$ cat src/rtl/merc16_ctrl_pkg.sv
// Shared definitions for the MERC-16 multi-cycle control unit: state and
// opcode-class enums, opcode values, datapath select encodings and the
// bundle of control outputs driven each cycle.
package merc16_ctrl_pkg;

  typedef enum logic [3:0] {
    S_FETCH     = 4'd0,
    S_DECODE    = 4'd1,
    S_R_EXEC    = 4'd2,
    S_I_EXEC    = 4'd3,
    S_ALU_WB    = 4'd4,
    S_IMM_WB    = 4'd5,
    S_MEM_ADDR  = 4'd6,
    S_MEM_READ  = 4'd7,
    S_MEM_WB    = 4'd8,
    S_MEM_WRITE = 4'd9,
    S_BRANCH    = 4'd10,
    S_JUMP      = 4'd11,
    S_HALT      = 4'd12
  } state_t;

  typedef enum logic [3:0] {
    CL_R, CL_ADDI, CL_ANDI, CL_ORI, CL_LUI, CL_LLI, CL_LW, CL_SW,
    CL_BEQ, CL_BNE, CL_J, CL_JAL, CL_JR, CL_HALT, CL_ILLEGAL
  } op_class_t;

  localparam logic [4:0] OP_ADDI = 5'b01000;
  localparam logic [4:0] OP_ANDI = 5'b01001;
  localparam logic [4:0] OP_ORI  = 5'b01010;
  localparam logic [4:0] OP_LUI  = 5'b01011;
  localparam logic [4:0] OP_LLI  = 5'b01100;
  localparam logic [4:0] OP_LW   = 5'b10000;
  localparam logic [4:0] OP_SW   = 5'b10001;
  localparam logic [4:0] OP_BEQ  = 5'b11000;
  localparam logic [4:0] OP_BNE  = 5'b11001;
  localparam logic [4:0] OP_J    = 5'b11100;
  localparam logic [4:0] OP_JAL  = 5'b11101;
  localparam logic [4:0] OP_JR   = 5'b11110;
  localparam logic [4:0] OP_HALT = 5'b11111;

  localparam logic [1:0] PCSRC_INC    = 2'b00;
  localparam logic [1:0] PCSRC_BRANCH = 2'b01;
  localparam logic [1:0] PCSRC_JIMM   = 2'b10;
  localparam logic [1:0] PCSRC_REGA   = 2'b11;

  localparam logic [1:0] REGDATA_ALU = 2'b00;
  localparam logic [1:0] REGDATA_MEM = 2'b01;
  localparam logic [1:0] REGDATA_PC  = 2'b10;
  localparam logic [1:0] REGDATA_IMM = 2'b11;

  localparam logic [1:0] REGDEST_RD  = 2'b00;
  localparam logic [1:0] REGDEST_RT  = 2'b01;
  localparam logic [1:0] REGDEST_R15 = 2'b10;

  localparam logic [1:0] ALUB_REG = 2'b00;
  localparam logic [1:0] ALUB_ONE = 2'b01;
  localparam logic [1:0] ALUB_SE  = 2'b10;
  localparam logic [1:0] ALUB_ZE  = 2'b11;

  localparam logic [3:0] ALU_ADD = 4'd0;
  localparam logic [3:0] ALU_SUB = 4'd1;
  localparam logic [3:0] ALU_AND = 4'd2;
  localparam logic [3:0] ALU_OR  = 4'd3;

  // Every datapath control driven by the FSM in one cycle.
  typedef struct packed {
    logic [1:0] pc_source;
    logic       pc_write;
    logic       inst_data;
    logic       memory_write;
    logic       ir_write;
    logic       write_reg;
    logic [1:0] reg_dest;
    logic [1:0] reg_data;
    logic [1:0] rs_rd;
    logic [1:0] rs_rt;
    logic       upper_lower;
    logic       hold_old_pc;
    logic       old_new;
    logic       alu_src_a;
    logic [1:0] alu_src_b;
    logic [3:0] alu_op;
    logic       halted;
  } ctrl_t;

endpackage

$ cat src/rtl/merc16_opcode_class.sv
// Combinational decode of the 5-bit MERC-16 opcode into an instruction class.
module merc16_opcode_class
  import merc16_ctrl_pkg::*;
(
  input  logic [4:0] opcode,
  output op_class_t  op_class
);

  // Opcode -> class; unlisted encodings become CL_ILLEGAL (executed as NOP).
  always_comb begin
    op_class = CL_ILLEGAL;
    if (opcode[4:3] == 2'b00) begin
      op_class = CL_R;
    end else begin
      case (opcode)
        OP_ADDI: op_class = CL_ADDI;
        OP_ANDI: op_class = CL_ANDI;
        OP_ORI:  op_class = CL_ORI;
        OP_LUI:  op_class = CL_LUI;
        OP_LLI:  op_class = CL_LLI;
        OP_LW:   op_class = CL_LW;
        OP_SW:   op_class = CL_SW;
        OP_BEQ:  op_class = CL_BEQ;
        OP_BNE:  op_class = CL_BNE;
        OP_J:    op_class = CL_J;
        OP_JAL:  op_class = CL_JAL;
        OP_JR:   op_class = CL_JR;
        OP_HALT: op_class = CL_HALT;
        default: op_class = CL_ILLEGAL;
      endcase
    end
  end

endmodule

$ cat src/rtl/merc16_control_fsm.sv
// MERC-16 multi-cycle Moore control FSM: one state per clock, drives every
// PC/IR/memory/register-file/ALU control. All controls are forced to zero
// while Reset is low so an aborted instruction leaves no partial write.
// Optional feature: define MERC16_RETIRE_COUNT_EN to add RetiredCount.
module merc16_control_fsm
  import merc16_ctrl_pkg::*;
#(
  parameter int ALUOP_W = 4
`ifdef MERC16_RETIRE_COUNT_EN
  ,
  parameter int RETIRE_W = 16
`endif
) (
  input  logic               Clock,
  input  logic               Reset,
  input  logic [4:0]         Opcode,
  input  logic               Zero,
  output logic [1:0]         PC_Source,
  output logic               PC_Write,
  output logic               InstData,
  output logic               MemoryWrite,
  output logic               IR_Write,
  output logic               WriteReg,
  output logic [1:0]         RegDest,
  output logic [1:0]         RegData,
  output logic [1:0]         RsRd,
  output logic [1:0]         RsRt,
  output logic               UpperLower,
  output logic               HoldOldPCValue,
  output logic               OldNew,
  output logic               ALUSrcA,
  output logic [1:0]         ALUSrcB,
  output logic [ALUOP_W-1:0] ALUOp,
  output logic               Halted,
`ifdef MERC16_RETIRE_COUNT_EN
  output logic [RETIRE_W-1:0] RetiredCount,
`endif
  output logic [3:0]         State
);

  state_t    state_reg, state_next;
  op_class_t op_class, class_reg;
  logic [2:0] func_reg;
  ctrl_t     ctrl_next, ctrl;

  merc16_opcode_class u_opcode_class (
    .opcode   (Opcode),
    .op_class (op_class)
  );

  // State register.
  always_ff @(posedge Clock or negedge Reset) begin
    if (!Reset) state_reg <= S_FETCH;
    else        state_reg <= state_next;
  end

  // Latch the instruction class and R-type function while in DECODE.
  always_ff @(posedge Clock or negedge Reset) begin
    if (!Reset) begin
      class_reg <= CL_ILLEGAL;
      func_reg  <= 3'd0;
    end else if (state_reg == S_DECODE) begin
      class_reg <= op_class;
      func_reg  <= Opcode[2:0];
    end
  end

  // Next-state logic; DECODE dispatches on the live class.
  always_comb begin
    state_next = state_reg;
    case (state_reg)
      S_FETCH:  state_next = S_DECODE;
      S_DECODE: begin
        case (op_class)
          CL_R:                     state_next = S_R_EXEC;
          CL_ADDI, CL_ANDI, CL_ORI: state_next = S_I_EXEC;
          CL_LUI, CL_LLI:           state_next = S_IMM_WB;
          CL_LW, CL_SW:             state_next = S_MEM_ADDR;
          CL_BEQ, CL_BNE:           state_next = S_BRANCH;
          CL_J, CL_JAL, CL_JR:      state_next = S_JUMP;
          CL_HALT:                  state_next = S_HALT;
          default:                  state_next = S_FETCH;
        endcase
      end
      S_R_EXEC, S_I_EXEC: state_next = S_ALU_WB;
      S_MEM_ADDR: state_next = (class_reg == CL_LW) ? S_MEM_READ : S_MEM_WRITE;
      S_MEM_READ: state_next = S_MEM_WB;
      S_ALU_WB, S_IMM_WB, S_MEM_WB, S_MEM_WRITE, S_BRANCH, S_JUMP:
                  state_next = S_FETCH;
      S_HALT:     state_next = S_HALT;
      default:    state_next = S_FETCH;
    endcase
  end

  // Moore output decode; only BRANCH looks at an input (Zero).
  always_comb begin
    ctrl_next = '0;
    case (state_reg)
      S_FETCH: begin
        ctrl_next.ir_write    = 1'b1;
        ctrl_next.hold_old_pc = 1'b1;
        ctrl_next.alu_src_b   = ALUB_ONE;
        ctrl_next.alu_op      = ALU_ADD;
        ctrl_next.pc_source   = PCSRC_INC;
        ctrl_next.pc_write    = 1'b1;
      end
      S_DECODE: begin
        ctrl_next.alu_src_b = ALUB_SE;
        ctrl_next.alu_op    = ALU_ADD;
      end
      S_R_EXEC: begin
        ctrl_next.alu_src_a = 1'b1;
        ctrl_next.alu_src_b = ALUB_REG;
        ctrl_next.alu_op    = {1'b0, func_reg};
      end
      S_I_EXEC: begin
        ctrl_next.alu_src_a = 1'b1;
        ctrl_next.alu_src_b = (class_reg == CL_ADDI) ? ALUB_SE : ALUB_ZE;
        ctrl_next.alu_op    = (class_reg == CL_ADDI) ? ALU_ADD :
                              (class_reg == CL_ANDI) ? ALU_AND : ALU_OR;
      end
      S_ALU_WB: begin
        ctrl_next.write_reg = 1'b1;
        ctrl_next.reg_data  = REGDATA_ALU;
        ctrl_next.reg_dest  = (class_reg == CL_R) ? REGDEST_RD : REGDEST_RT;
      end
      S_IMM_WB: begin
        ctrl_next.write_reg   = 1'b1;
        ctrl_next.reg_data    = REGDATA_IMM;
        ctrl_next.reg_dest    = REGDEST_RT;
        ctrl_next.upper_lower = (class_reg == CL_LUI);
      end
      S_MEM_ADDR: begin
        ctrl_next.alu_src_a = 1'b1;
        ctrl_next.alu_src_b = ALUB_SE;
        ctrl_next.alu_op    = ALU_ADD;
      end
      S_MEM_READ: ctrl_next.inst_data = 1'b1;
      S_MEM_WB: begin
        ctrl_next.write_reg = 1'b1;
        ctrl_next.reg_data  = REGDATA_MEM;
        ctrl_next.reg_dest  = REGDEST_RT;
      end
      S_MEM_WRITE: begin
        ctrl_next.inst_data    = 1'b1;
        ctrl_next.memory_write = 1'b1;
      end
      S_BRANCH: begin
        ctrl_next.alu_src_a = 1'b1;
        ctrl_next.alu_src_b = ALUB_REG;
        ctrl_next.alu_op    = ALU_SUB;
        ctrl_next.pc_source = PCSRC_BRANCH;
        ctrl_next.pc_write  = (class_reg == CL_BEQ) ? Zero : ~Zero;
      end
      S_JUMP: begin
        ctrl_next.pc_write  = 1'b1;
        ctrl_next.pc_source = (class_reg == CL_JR) ? PCSRC_REGA : PCSRC_JIMM;
        if (class_reg == CL_JAL) begin
          ctrl_next.write_reg = 1'b1;
          ctrl_next.reg_dest  = REGDEST_R15;
          ctrl_next.reg_data  = REGDATA_PC;
          ctrl_next.old_new   = 1'b0;
        end
      end
      S_HALT:  ctrl_next.halted = 1'b1;
      default: ctrl_next = '0;
    endcase
  end

  assign ctrl = Reset ? ctrl_next : '0;

  assign PC_Source      = ctrl.pc_source;
  assign PC_Write       = ctrl.pc_write;
  assign InstData       = ctrl.inst_data;
  assign MemoryWrite    = ctrl.memory_write;
  assign IR_Write       = ctrl.ir_write;
  assign WriteReg       = ctrl.write_reg;
  assign RegDest        = ctrl.reg_dest;
  assign RegData        = ctrl.reg_data;
  assign RsRd           = ctrl.rs_rd;
  assign RsRt           = ctrl.rs_rt;
  assign UpperLower     = ctrl.upper_lower;
  assign HoldOldPCValue = ctrl.hold_old_pc;
  assign OldNew         = ctrl.old_new;
  assign ALUSrcA        = ctrl.alu_src_a;
  assign ALUSrcB        = ctrl.alu_src_b;
  assign ALUOp          = ALUOP_W'(ctrl.alu_op);
  assign Halted         = ctrl.halted;
  assign State          = state_reg;

`ifdef MERC16_RETIRE_COUNT_EN
  logic [RETIRE_W-1:0] retired_reg;

  // Count every return to FETCH; wraps naturally at all-ones.
  always_ff @(posedge Clock or negedge Reset) begin
    if (!Reset) retired_reg <= '0;
    else if (state_reg != S_FETCH && state_next == S_FETCH)
      retired_reg <= retired_reg + 1'b1;
  end

  assign RetiredCount = retired_reg;
`endif

endmodule

$ cat config.mk
export PLATFORM = sky130hd
export DESIGN_NAME = merc16_control_fsm
export DESIGN_NICKNAME = d
export VERILOG_FILES = /design/src/rtl/merc16_ctrl_pkg.sv /design/src/rtl/merc16_opcode_class.sv /design/src/rtl/merc16_control_fsm.sv
export SDC_FILE = /design/constraint.sdc
export NUM_CORES = 1
export LEC_CHECK = 0
export ABC_AREA = 1
export CAP_MARGIN = 0
export CORE_MARGIN = 2
export CORE_UTILIZATION = 30
export DETAILED_ROUTE_END_ITERATION = 16
export PLACE_DENSITY_LB_ADDON = 0.12
export SKIP_LAST_GASP = 1
export SLEW_MARGIN = 5
export SYNTH_ARGS = -nofsm -noshare
export SYNTH_HDL_FRONTEND = slang
export SYNTH_SLANG_ARGS = --single-unit
export TNS_END_PERCENT = 100
$ cat constraint.sdc
create_clock -name Clock -period 2.3 [get_ports Clock]
set_input_delay 0.46 -clock Clock [delete_from_list [all_inputs] [get_ports Clock]]
set_output_delay 0.46 -clock Clock [all_outputs]
set_load 0.01 [all_outputs]
## Word-level counts from Yosys, hierarchy flattened

Memories as Yosys holds them, arrays and structs flattened.
Index checks and enable logic that the tools add are counted.

- Register bits after elaboration: 11
- Bits in latches: 0
- RAM bits: 0
- Memory bits (read-only): 192
- Bits of input ports: 8
- Output and inout bits: 30
- Memories kept: 2

- $add $sub $neg: 0
- Multiply operators: 0
- Div/mod/pow operators: 0
- Order comparisons: 0
- Equal/unequal tests: 19
- Shifts and indexed selects: 0
- Multiplexer cells: 20
- Bitwise operators: 1
- Reduce and logical (&&, ||, !) cells: 7

Memory list:

| name | words | width | rd ports | clocked after memory_dff | wr ports | RTL line | source |
|---|---|---|---|---|---|---|---|
| (name not given) | 32 | 4 | 1 | 0 | 0 | merc16_opcode_class.sv:15 | `case (opcode)` |
| (name not given) | 16 | 4 | 1 | 0 | 0 | merc16_control_fsm.sv:74 | `case (op_class)` |

Operators by type and width:

| kind | number |
|---|---|
| $eq 4x4->1 const B | 8 |
| $pmux 6 s5 | 1 |
| $mux 26 | 1 |
| $eq 4x3->1 const B | 6 |
| $pmux 4 s6 | 1 |
| $pmux 5 s4 | 1 |
| $eq 4x2->1 const B | 3 |
| $mux 1 | 11 |
| $pmux 3 s3 | 1 |
| $eq 4x1->1 const B | 2 |
| $logic_not 4->1 | 2 |
| $mux 4 | 2 |
| $reduce_or 2->1 | 3 |
| $mux 5 | 1 |
| $reduce_or 4->1 | 1 |
| $logic_not 2->1 | 1 |
| $mux 2 | 1 |
| $not 1->1 | 1 |

## Logic depth before layout (Yosys ltp)

Gate-level depths: netlist of run 1.

- Depth in word-level cells: 5
- Gate-level depth with buffers: 11
- Mapped depth without buffers: 11

## Cells and area by module

From an unflattened synthesis of run 1, not the netlist that was laid out.

- Cells, all modules: 176
- Area, all modules: 1092.3 um^2

By module, submodules not included:

| module | times used | cells an instance | area an instance (um^2) | sequential area each (um^2) |
|---|---|---|---|---|
| merc16_control_fsm | 1 | 140 | 902.1 | 279.0 |
| merc16_opcode_class | 1 | 36 | 190.2 | 0.0 |

## Least setup slack after synthesis of run 1

No wires, ideal clock.

- Path kind: register to output
- Start point: register state_reg[3] (netlist: State[3])
- End point: output port IR_Write
- Arrival: 1.197 ns
- Required time: 1.840 ns
- Setup slack: 0.643 ns
- Cell stages (with the launch flop): 5
- Path through: dfrtp_1 -> nor2_2 -> nand2_1 -> nor2_1 -> buf_4

- Word-level cells in the longest chain between the ends: 3

Ends and longest elaborated chain:

| what | RTL line | source |
|---|---|---|
| from (decl) | merc16_control_fsm.sv:41 | `state_t state_reg, state_next;` |
| from (signal assigned) | merc16_control_fsm.sv:54 | `else state_reg <= state_next;` |
| $logic_not 4->1 | merc16_control_fsm.sv:98 | `case (state_reg)` |
| $mux 1 | merc16_control_fsm.sv:98 |  |
| $mux 26 | merc16_control_fsm.sv:170 | `assign ctrl = Reset ? ctrl_next : '0;` |
| to (decl) | merc16_control_fsm.sv:22 | `output logic IR_Write,` |

Every way passes these cells.

## Final worst setup path of run 1

- Start point: input port Reset
- End point: output port UpperLower

- Word-level cells in the longest chain between the ends: 1

Ends and longest elaborated chain:

| what | RTL line | source |
|---|---|---|
| from (decl) | merc16_control_fsm.sv:15 | `input logic Reset,` |
| $mux 26 | merc16_control_fsm.sv:170 |  |
| to (decl) | merc16_control_fsm.sv:28 | `output logic UpperLower,` |

Every way passes these cells.

==> results of run 1 <==
==> repair_timing <==
item                                    4_1_cts  5_1_grt
cloned                                        1        0
pin swaps                                     3        1
endpoints found under the setup margin       20       13
buffers inserted                              2        1
resized for setup                            16       10
==> layout by cell type (no fill, tap or decap), types with 5 or more instances in the layout <==
cell             count
nor2_1              17
clkdlybuf4s50_1     18
nand2_1             49
conb_1               6
buf_4                9
dlymetal6s2s_1       6
a21oi_1             12
o21ai_0              7
inv_2                7
dlygate4sd2_1        7
nor2_4               6
nor2_2               5
inv_1               24
nand3_1             15
==> cell usage after synthesis <==
| master | count | area share [%] |
|---|---|---|
| nand2_1 | 50 | 17 |
| inv_1 | 26 | 8.7 |
| nor2_1 | 19 | 6.4 |
| nand3_1 | 15 | 6.7 |
| a21oi_1 | 12 | 5.4 |
| dfrtp_1 | 8 | 18 |
| buf_4 | 7 | 4.7 |
| o21ai_0 | 7 | 3.1 |
| inv_2 | 6 | 2.0 |
| nor2_2 | 5 | 2.8 |
| ha_1 | 4 | 4.5 |
| nand4_1 | 4 | 2.2 |
| nor2_4 | 4 | 4.0 |
| dfstp_2 | 3 | 7.1 |
| nor3_1 | 3 | 1.3 |
| nand3b_1 | 2 | 1.3 |
| a41oi_1 | 1 | 0.78 |
| buf_1 | 1 | 0.34 |
| clkinv_2 | 1 | 0.45 |
| conb_1 | 1 | 0.34 |
| nand2_2 | 1 | 0.56 |
| nand2_4 | 1 | 1.0 |
| o21bai_1 | 1 | 0.67 |
| o31ai_1 | 1 | 0.67 |
==> cell type report <==
class                           instances  area [um^2]  share of cell area, %
Multi-Input combinational cell        136          697                   43.3
Timing Repair Buffer                   40          384                   23.9
Sequential cell                        11          284                   17.7
Inverter                               33          129                   8.02
Tap cell                               48         60.1                   3.74
Clock buffer                            3         41.3                   2.57
Timing Repair inverter                  1         7.51                  0.467
Clock inverter                          1         5.00                  0.311
==> cells by family after synthesis <==
| family | Yosys count | share of synthesized area (%) |
|---|---|---|
| simple gates | 104 | 43.3 |
| flops | 11 | 25.0 |
| other cells | 1 | 0.336 |
| buf+inv | 41 | 16.3 |
| compound gates | 22 | 10.7 |
| fa+ha+maj | 4 | 4.48 |
==> per-layer routing <==
layer	vias to the layer above	share of wire, %	global-route usage (%)	wire length (um)
met5	-	0	0	0
met4	0	1.6	5.85	48
met3	5	5.1	1.91	152
met2	40	51	29.1	1530
met1	569	42	16.6	1270
li1	650	-	-	-
==> path summary, 6_finish.rpt <==
path / start / endpoint / slack (ps) / cells after the start
setup / recovery: Reset / UpperLower / 50 / 4
hold / removal: func_reg[2] / func_reg[2] / 500 / 2
setup reg to reg: State[2] / State[1] / 910 / 7
hold reg to reg: func_reg[2] / func_reg[2] / 500 / 2
max in group asynchronous: Reset / class_reg[3] / 1520 / 3
min in group asynchronous: Reset / State[3] / 560 / 3
==> metrics by stage <==
stage,hold WS (ps),TNS [ps],cell area [um^2],power [mW],worst slack [ps]
after floorplan,164,0,1130,1.04,643
after global placement,488,-421,1490,1.44,-64.9
after detailed placement,486,-845,1490,1.44,-87.6
after CTS,499,0,1570,1.69,2.11
after global routing,547,-130,1610,1.87,-63.0
final,503,0,1610,1.70,51.2
==> power groups by stage <==
stage | combinational (mW) | sequential, mW | clock [mW]
floorplan | 0.620 | 0.416 | 0
CTS | 1.05 | 0.441 | 0.197
global placement | 1.01 | 0.428 | 0
finish | 1.06 | 0.445 | 0.190
global route | 1.19 | 0.461 | 0.212
detailed placement | 1.01 | 0.431 | 0
==> critical path: cells and delay by family <==
family / cells / cell delay, ps
buffers and inverters: 3 / 1120
and+or+nand+nor: 1 / 210
==> impl_results.md, run 1 <==
- RSZ-0062 raised after global routing: yes
- Placed Instances: 265
- Min Tclk post-route: 2250 ps
- Maximum level of the CTS H-tree: 1
- Post-route ant nets: 0
- CTS buffer count: 3
- Switching share of power: 47.7%
- Largest net degree at the start of global routing: 11
- Longest Clk Path Bufs: 2
- P_sw: 0.809 mW
- Cell count after synthesis: 183
- Setup Skew: 3.68 ps
- # diodes: 0
- Core area: 3610 um^2
- Ys Warns: 0
- Worst hold path type: register to register
- Worst-path cell chain: dlygate4sd2_1 -> clkinvlp_4 -> nor3_1 -> clkdlybuf4s50_1
- Seq pwr share: 26.2%
- Die Span X: 65.0 um
- Slowest cell on crit path: clkdlybuf4s50_1
- Die Span Y: 65.0 um
- Outcome: finished, final reports clean
- Worst-path clk slew: 50 ps
- First-pass GRT wire length: 5090 um
- Final setup fails: 0
- HPWL after DPL: 2430 um
- Sequential share of the synthesized area: 25.0%
- Critical Path Source Type: input port
- Peak VDD IR: 263 uV
- Number of global-route vias before repair: 1233
- Internal power: 0.888 mW
- Boundary Pins: 38
- Period utilization: 97.8%
- Synthesized area per cell: 6.10 um^2
- Worst Path Class, Setup: input port to primary output
- FILL cells: 392
- CTS tree: yes
- Overall routing resource usage: 15.1%
- Final Hold Fails: 0
- Max_cap viols: 0
- Row cnt: 22
- Initial Utilization: 31.0%
- # DRC: 0
- Arrival time worst endpoint: 1790 ps
- Pwr dens: 1060 nW/um^2
- Clock root buffer: clkbuf_8
- CP peak stage delay: 560 ps
- Kind of end point of the critical path: primary output
- Routed len/inst: 11.0 um
- DR pass1 iterations: 5
- Worst path required time: 1840 ps
- Max Clock Freq: 445 MHz
- Crit Path Max Fanout: 8
- Nets: 238
- Antenna violations before repair: 0
- WL final: 3000 um
- Util after Layout: 44.6%
- Clock share of power: 11.2%
- Sink Count: 11
- Layout cells sized above 1: 20.0%
- Area growth, synth to finish: 44.1%
- Vias: 1264
- Max Slew Vio Count: 0
- Full die area: 4220 um^2
- Synth unique cells: 24
- DR iter-0 viols: 41
- Port buffer count: 31
- Global placer's final weighted congestion: 0.834
- Cts hold-fix bufs: 0
- Worst-skew pair later-pin latency: 240 ps
- Vias/cell: 4.63
- GRT overflow: 0
- Yosys reg bits: 11
- Leak: 0.870 nW
- Syn Std Cell Area: 1120 um^2
- Comb pwr share: 62.6%
- Non-filler cells, final: 273
(Power assumes the default switching activity.)
==> run 2: changes to the inputs <==
--- a/config.mk
+++ b/config.mk
@@ -6,6 +6,7 @@
 export NUM_CORES = 1
 export LEC_CHECK = 0
 export ABC_AREA = 1
+export ABC_CLOCK_PERIOD_IN_PS = 2300
 export CAP_MARGIN = 0
 export CORE_MARGIN = 2
 export CORE_UTILIZATION = 30
==> results of run 2 <==
No change in the layout: final DEF, timing and power equal those of run 1.
